**src/rtl/seg7_scan_if.sv**
```systemverilog
// rtl/seg7_scan_if.sv - bus between user datapath and the 7-segment scan driver
// Purpose: groups the load-side inputs and the display/status outputs.
// Signals:
//   data[4*NUM_DIGITS-1:0]  packed nibbles, data[3:0] = digit 0 (rightmost)
//   dp[NUM_DIGITS-1:0]      decimal point per digit, 1 = lit
//   mode                    0 = hex glyphs, 1 = BCD (nibble > 9 shows dash)
//   load                    single-cycle strobe capturing data/dp/mode
//   seg[7:0]                segments, active-low, seg[7] = dp, seg[6:0] = g..a
//   an[NUM_DIGITS-1:0]      digit enables, active-low
//   pending                 shadow holds data not yet shown
//   frame                   one-cycle pulse at the start of each frame
// Modports: master = datapath side, slave = driver side.
interface seg7_scan_if #(
  parameter int NUM_DIGITS = 8
);
  logic [4*NUM_DIGITS-1:0] data;
  logic [NUM_DIGITS-1:0]   dp;
  logic                    mode;
  logic                    load;
  logic [7:0]              seg;
  logic [NUM_DIGITS-1:0]   an;
  logic                    pending;
  logic                    frame;

  modport master (
    output data, dp, mode, load,
    input  seg, an, pending, frame
  );

  modport slave (
    input  data, dp, mode, load,
    output seg, an, pending, frame
  );
endinterface

```
**src/rtl/seg7_scan_driver.sv**
```systemverilog
// rtl/seg7_scan_driver.sv - multiplexed common-anode 7-segment scan driver
// Purpose: latches nibbles/decimal points/mode into a shadow on load, copies the
//   shadow to the display registers only at frame wrap (no tearing), and scans
//   one digit per SCAN_DIV cycles with registered active-low seg/an.
// Ports:
//   clk    system clock, rising edge
//   rst_n  asynchronous active-low reset
//   bus    seg7_scan_if.slave (data, dp, mode, load in; seg, an, pending, frame out)
// Parameters: NUM_DIGITS (1..8), SCAN_DIV (>= 2)
// Optional feature: define SEG7_LEADING_ZERO_BLANK_EN to blank leading zeros.
module seg7_scan_driver #(
  parameter int NUM_DIGITS = 8,
  parameter int SCAN_DIV   = 100000
) (
  input  logic          clk,
  input  logic          rst_n,
  seg7_scan_if.slave    bus
);
  localparam int CW = (SCAN_DIV > 1) ? $clog2(SCAN_DIV) : 1;
  localparam int IW = (NUM_DIGITS > 1) ? $clog2(NUM_DIGITS) : 1;
  localparam logic [NUM_DIGITS-1:0] AN_ONE = 1;

  logic [CW-1:0]           cnt;
  logic [IW-1:0]           idx;
  logic [4*NUM_DIGITS-1:0] sh_data, dsp_data;
  logic [NUM_DIGITS-1:0]   sh_dp, dsp_dp;
  logic                    sh_mode, dsp_mode;
  logic                    pending_q;
  logic                    wrap_q, frame_q;
  logic [7:0]              seg_q, seg_nxt;
  logic [NUM_DIGITS-1:0]   an_q;
  logic                    tick, wrap;
  logic [3:0]              nib;

  assign tick = (cnt == CW'(SCAN_DIV - 1));
  assign wrap = tick && (idx == IW'(NUM_DIGITS - 1));

  // Active-low g..a patterns; bit 7 of the table is the unlit DP and is dropped.
  function automatic logic [6:0] glyph(input logic [3:0] n, input logic bcd);
    logic [7:0] g;
    case (n)
      4'h0: g = 8'hC0;  4'h1: g = 8'hF9;  4'h2: g = 8'hA4;  4'h3: g = 8'hB0;
      4'h4: g = 8'h99;  4'h5: g = 8'h92;  4'h6: g = 8'h82;  4'h7: g = 8'hF8;
      4'h8: g = 8'h80;  4'h9: g = 8'h90;  4'hA: g = 8'h88;  4'hB: g = 8'h83;
      4'hC: g = 8'hC6;  4'hD: g = 8'hA1;  4'hE: g = 8'h86;  default: g = 8'h8E;
    endcase
    if (bcd && (n > 4'd9)) g = 8'hBF;
    return g[6:0];
  endfunction

`ifdef SEG7_LEADING_ZERO_BLANK_EN
  logic [NUM_DIGITS-1:0] blank;
  logic                  zero_above;

  // Walk from the most significant digit down; digit 0 is never blanked.
  always_comb begin
    blank      = '0;
    zero_above = 1'b1;
    for (int i = NUM_DIGITS - 1; i >= 1; i--) begin
      zero_above = zero_above && (dsp_data[4*i +: 4] == 4'h0);
      blank[i]   = zero_above && !dsp_dp[i];
    end
  end
`endif

  always_comb begin
    nib     = dsp_data[4*int'(idx) +: 4];
    seg_nxt = {~dsp_dp[idx], glyph(nib, dsp_mode)};
`ifdef SEG7_LEADING_ZERO_BLANK_EN
    if (blank[idx]) seg_nxt = 8'hFF;
`endif
  end

  always_ff @(posedge clk or negedge rst_n) begin
    if (!rst_n) begin
      cnt       <= '0;
      idx       <= '0;
      sh_data   <= '0;
      sh_dp     <= '0;
      sh_mode   <= 1'b0;
      dsp_data  <= '0;
      dsp_dp    <= '0;
      dsp_mode  <= 1'b0;
      pending_q <= 1'b0;
      wrap_q    <= 1'b0;
      frame_q   <= 1'b0;
      seg_q     <= 8'hFF;
      an_q      <= '1;
    end else begin
      cnt <= tick ? '0 : cnt + 1'b1;
      if (wrap)      idx <= '0;
      else if (tick) idx <= idx + 1'b1;

      // frame is delayed one extra cycle so it lines up with seg/an, which
      // lag idx by one register stage.
      wrap_q  <= wrap;
      frame_q <= wrap_q;

      if (bus.load) begin
        sh_data <= bus.data;
        sh_dp   <= bus.dp;
        sh_mode <= bus.mode;
      end

      // A load on the wrap cycle bypasses the shadow so it shows this frame.
      if (bus.load && wrap) begin
        dsp_data  <= bus.data;
        dsp_dp    <= bus.dp;
        dsp_mode  <= bus.mode;
        pending_q <= 1'b0;
      end else if (bus.load) begin
        pending_q <= 1'b1;
      end else if (wrap && pending_q) begin
        dsp_data  <= sh_data;
        dsp_dp    <= sh_dp;
        dsp_mode  <= sh_mode;
        pending_q <= 1'b0;
      end

      seg_q <= seg_nxt;
      an_q  <= ~(AN_ONE << idx);
    end
  end

  assign bus.seg     = seg_q;
  assign bus.an      = an_q;
  assign bus.pending = pending_q;
  assign bus.frame   = frame_q;
endmodule

```
**src/flat_wrapper.sv**
```systemverilog
// flat-port wrapper written by rule: the top's interface ports become plain ports
module seg7_scan_driver_flat 
#(
  parameter int NUM_DIGITS = 8,
  parameter int SCAN_DIV   = 100000
)
  (clk, rst_n, bus_data, bus_dp, bus_mode, bus_load, bus_seg, bus_an, bus_pending, bus_frame);
  seg7_scan_if #(.NUM_DIGITS(NUM_DIGITS)) bus_i ();
  input  logic clk;
  input  logic rst_n;
  input wire logic [$bits(bus_i.data)-1:0] bus_data;
  input wire logic [$bits(bus_i.dp)-1:0] bus_dp;
  input wire logic [$bits(bus_i.mode)-1:0] bus_mode;
  input wire logic [$bits(bus_i.load)-1:0] bus_load;
  output wire logic [$bits(bus_i.seg)-1:0] bus_seg;
  output wire logic [$bits(bus_i.an)-1:0] bus_an;
  output wire logic [$bits(bus_i.pending)-1:0] bus_pending;
  output wire logic [$bits(bus_i.frame)-1:0] bus_frame;
  assign bus_i.data = bus_data;
  assign bus_i.dp = bus_dp;
  assign bus_i.mode = bus_mode;
  assign bus_i.load = bus_load;
  assign bus_seg = bus_i.seg;
  assign bus_an = bus_i.an;
  assign bus_pending = bus_i.pending;
  assign bus_frame = bus_i.frame;
  seg7_scan_driver #(.NUM_DIGITS(NUM_DIGITS), .SCAN_DIV(SCAN_DIV)) u_core (.clk(clk), .rst_n(rst_n), .bus(bus_i));
endmodule
```
**config.mk**
```make
export PLATFORM = sky130hd
export DESIGN_NAME = seg7_scan_driver_flat
export DESIGN_NICKNAME = d
export VERILOG_FILES = /design/src/rtl/seg7_scan_if.sv /design/src/rtl/seg7_scan_driver.sv /design/src/flat_wrapper.sv
export SDC_FILE = /design/constraint.sdc
export NUM_CORES = 1
export LEC_CHECK = 0
export ABC_AREA = 1
export BUFFER_PORTS_ARGS = -buffer_cell sky130_fd_sc_hd__buf_4
export CAP_MARGIN = 10
export CORE_MARGIN = 4
export CORE_UTILIZATION = 58
export DETAILED_ROUTE_END_ITERATION = 10
export PLACE_DENSITY_LB_ADDON = 0.3
export SYNTH_ARGS = -nofsm -noshare
export SYNTH_HDL_FRONTEND = slang
export SYNTH_SLANG_ARGS = --single-unit
```
**constraint.sdc**
```tcl
create_clock -name clk -period 2.7 [get_ports clk]
set_clock_uncertainty 0.15 [all_clocks]
set_input_delay 0.54 -clock clk [delete_from_list [all_inputs] [get_ports clk]]
set_output_delay 0.54 -clock clk [all_outputs]
set_load 0.005 [all_outputs]
```
==> results.ini <==
[routing]
dr.pass1.iters=4
post_drt_via_cell_ratio=5.34
num_vias=4078
drt-wirelength-per-cell_um=14.9
postRouteAntennaNets=0
wirelength_um=11400
remaining_drc_errors=0
drtIter0Drc=230

[clock_network]
ctsLongestPathBuffers=2
h-tree-depth=4
cts_root_buffer=clkbuf_8
cts_num_sinks=121
cts_buffers=17
clk_latency_ns=0.52
tritoncts=built
cts_resized=0
post-cts-setup-buffers=0
clk_pin_slew_worst_paths_ns=0.06
cts_hold_buf=1

[yosys]
synth_largest_area_cell=dfrtp_1
ys_seq_elements=121
syn_nets=629
synth_xor_area_share_pct=1.29
yosys-top-cells-area=dfrtp_1, nand2_1, mux2_2, dfstp_2, inv_1
synth_top_family_by_area=simple AND/OR/NAND/NOR gates
synth-compound-area-share_pct=5.71
synthAdderAreaFrac_pct=2.76
ys_seq_area_share_pct=56.1
yosysTopAreaCellShare_pct=48.4
syn_avg_cell_area_sq_um=9.48
netlist_area_sq_mm=0.00543
synth_mux_area_share_pct=8.50
synth-simple-area-share_pct=18.0
synth_cell_types=28
synth_cells=573
ys_warn_count=0

[worst_setup_path]
critPathMaxStageDelay_ns=0.52
worstSetupStartpoint=u_core.idx[1]
worst_setup_path_start_kind=register
critPathTopFamily=simple AND/OR/NAND/NOR gates
reg2reg_slack_ns=0.30
r2r_end=u_core.bus.seg[6]
r2r_cells=12
cp.required_ns=3.00
criticalPathCategory=register to register
cp_num_buf_inv=2
path_cells=inv_1 -> nand3_1 -> nand2_1 -> nand2_1 -> nand2_1 -> ha_1 -> inv_1 -> nand2_1 -> nand2_1 -> nand2_1 -> nand2_1 -> nor2_1
path_max_fanout=13
end_kind=register
r2r-start=u_core.idx[1]
slowest_stage=dfrtp_1
crit_path_frequent_cell=nand2_1
arrival_ns=2.70

[floorplanning]
fp.dieW_um=105
start_util_pct=59.1
dieArea_sq_mm=0.0110
rows=35
core_sq_mm=0.00920
fp.dieH_um=105
ioPinCount=62

[global_route]
grt_usage_pct=22.2
grt_overflow=0
grt_antenna_before_repair=0
grt_pass1_wl_um=19700
grt_pass1_vias=4266
grt_max_degree=83

[place]
dp.final_hpwl_um=7550
portBuffers=61
gp_congestion=0.948
dpl_cell_area_sq_mm=0.00598
place_ws_ns=0.373

[min_path]
min_from=bus_data[23]
hold_path_class=input port to register
min_to=u_core.sh_data[23]
hold_depth=2

[pwr]
power.density_mw_per_mm2=691
leakagePower_uw=0.00319
vdd_drop_max_mv=0.402

[final_layout]
final_cell_mix=nand2_1, dfrtp_1, inv_1
drive_above_1_share_pct=24.5
diodes=0
nets=696
design_area_sq_mm=0.00658
synthToLayoutAreaGrowth_pct=21.1
mostFrequentLayoutCell=nand2_1

[timing]
finalMaxSlewViolations=0
worst_pin_slew_ns=0.476
fmax_mhz=417
period_needed_ns=2.40
relSlewSlack_pct=68.0
finalSetupTns_ns=0
setup_viol=0
rsz0062_at_grt=no
hold_viol=0
worst_slack_ns=0.302
finalCritPeriodShare_pct=88.8

[run_status]
outcome=finished clean

[run]
cap_viol_max_count=0

-- worst max path at each step --
| stage | endpoint | slack [ns] | cells after the start |
|---|---|---|---|
| after floorplan | u_core.bus.seg[6] | 0.62 | 15 |
| after global placement | u_core.bus.seg[6] | 0.53 | 11 |
| after detailed placement | u_core.bus.seg[6] | 0.37 | 11 |
| after CTS | u_core.bus.seg[6] | 0.34 | 11 |
| after global routing | u_core.bus.seg[6] | 0.0006 | 13 |
| final | u_core.bus.seg[6] | 0.30 | 12 |
-- report_power, final --
group	switching, uW	leakage, uW	internal [uW]
clock network	810	0.000281	1430
logic	179	0.00149	160
registers	31.3	0.00141	1940
total	1020	0.00319	3530
-- cell families (layout without fill, tap and decap cells) --
group | count (synthesis) | in the layout
AND/OR/NAND/NOR | 231 | 231
flip-flops | 121 | 121
buffers and inverters | 99 | 179
AO/OA/AOI/OAI | 61 | 61
multiplexers | 41 | 41
adder cells (fa/ha/maj) | 12 | 12
XOR/XNOR | 8 | 8
-- cell type report --
cell class                 instances  area, sq um
clock buffer                      20          435
clock inverter                    12          150
fill                             675         2620
inverter                          78          293
multi-input combinational        353         1970
sequential                       121         3050
tap                              111          139
timing repair buffer              69          546
-- state kept, by name, summed over array words and instances (netlist names) --
| name | count |
|---|---|
| u_core.wrap_q | 1 |
| u_core.bus.an | 8 |
| u_core.idx | 3 |
| u_core.dsp_dp | 8 |
| u_core.sh_dp | 8 |
| u_core.dsp_data | 32 |
| u_core.bus.seg | 8 |
| u_core.sh_data | 32 |
| u_core.sh_mode | 1 |
| u_core.bus.frame | 1 |
| u_core.bus.pending | 1 |
| u_core.cnt | 17 |
| u_core.dsp_mode | 1 |
-- metal layers --
metal	global-route usage [%]	share of wire (%)
met1	27.8	43
met2	37.8	51
met3	5.56	4.8
met4	7.12	1.7
met5	0	0
-- worst reg2reg max path: stages, from the launching register on --
cell and delay (ns):
dfrtp_1 0.52, inv_1 0.38, nand3_1 0.17, nand2_1 0.08
nand2_1 0.05, nand2_1 0.13, ha_1 0.25, inv_1 0.09
nand2_1 0.08, nand2_1 0.05, nand2_1 0.19, nand2_1 0.07
nor2_1 0.12
-- synthesized netlist by cell type (all sizes together) --
cell type,number
a31oi,1
o31ai,1
nand3,49
ha,12
clkbuf,13
nor3,5
mux2,41
dfrtp,105
nor2,27
clkinv,1
xor2,8
nand4,5
nor4,2
nand2,143
a21oi,5
o22ai,1
inv,77
dfstp,16
o21ai,53
buf,8
-- stage by stage --
stage | instances | util (%) | power, uW | hold WS [ns]
3_3_place_gp | 731 | 65.1 | 2320 | 0.182
2_1_floorplan | 573 | - | 2170 | 0.0944
3_5_place_dp | 731 | 65.1 | 2340 | 0.217
6_report | 764 | 71.5 | 4550 | 0.116
5_1_grt | 764 | 71.5 | 4710 | 0.113
4_1_cts | 764 | 71.5 | 4560 | 0.106
Note: power is estimated with default switching activity, not from simulation.
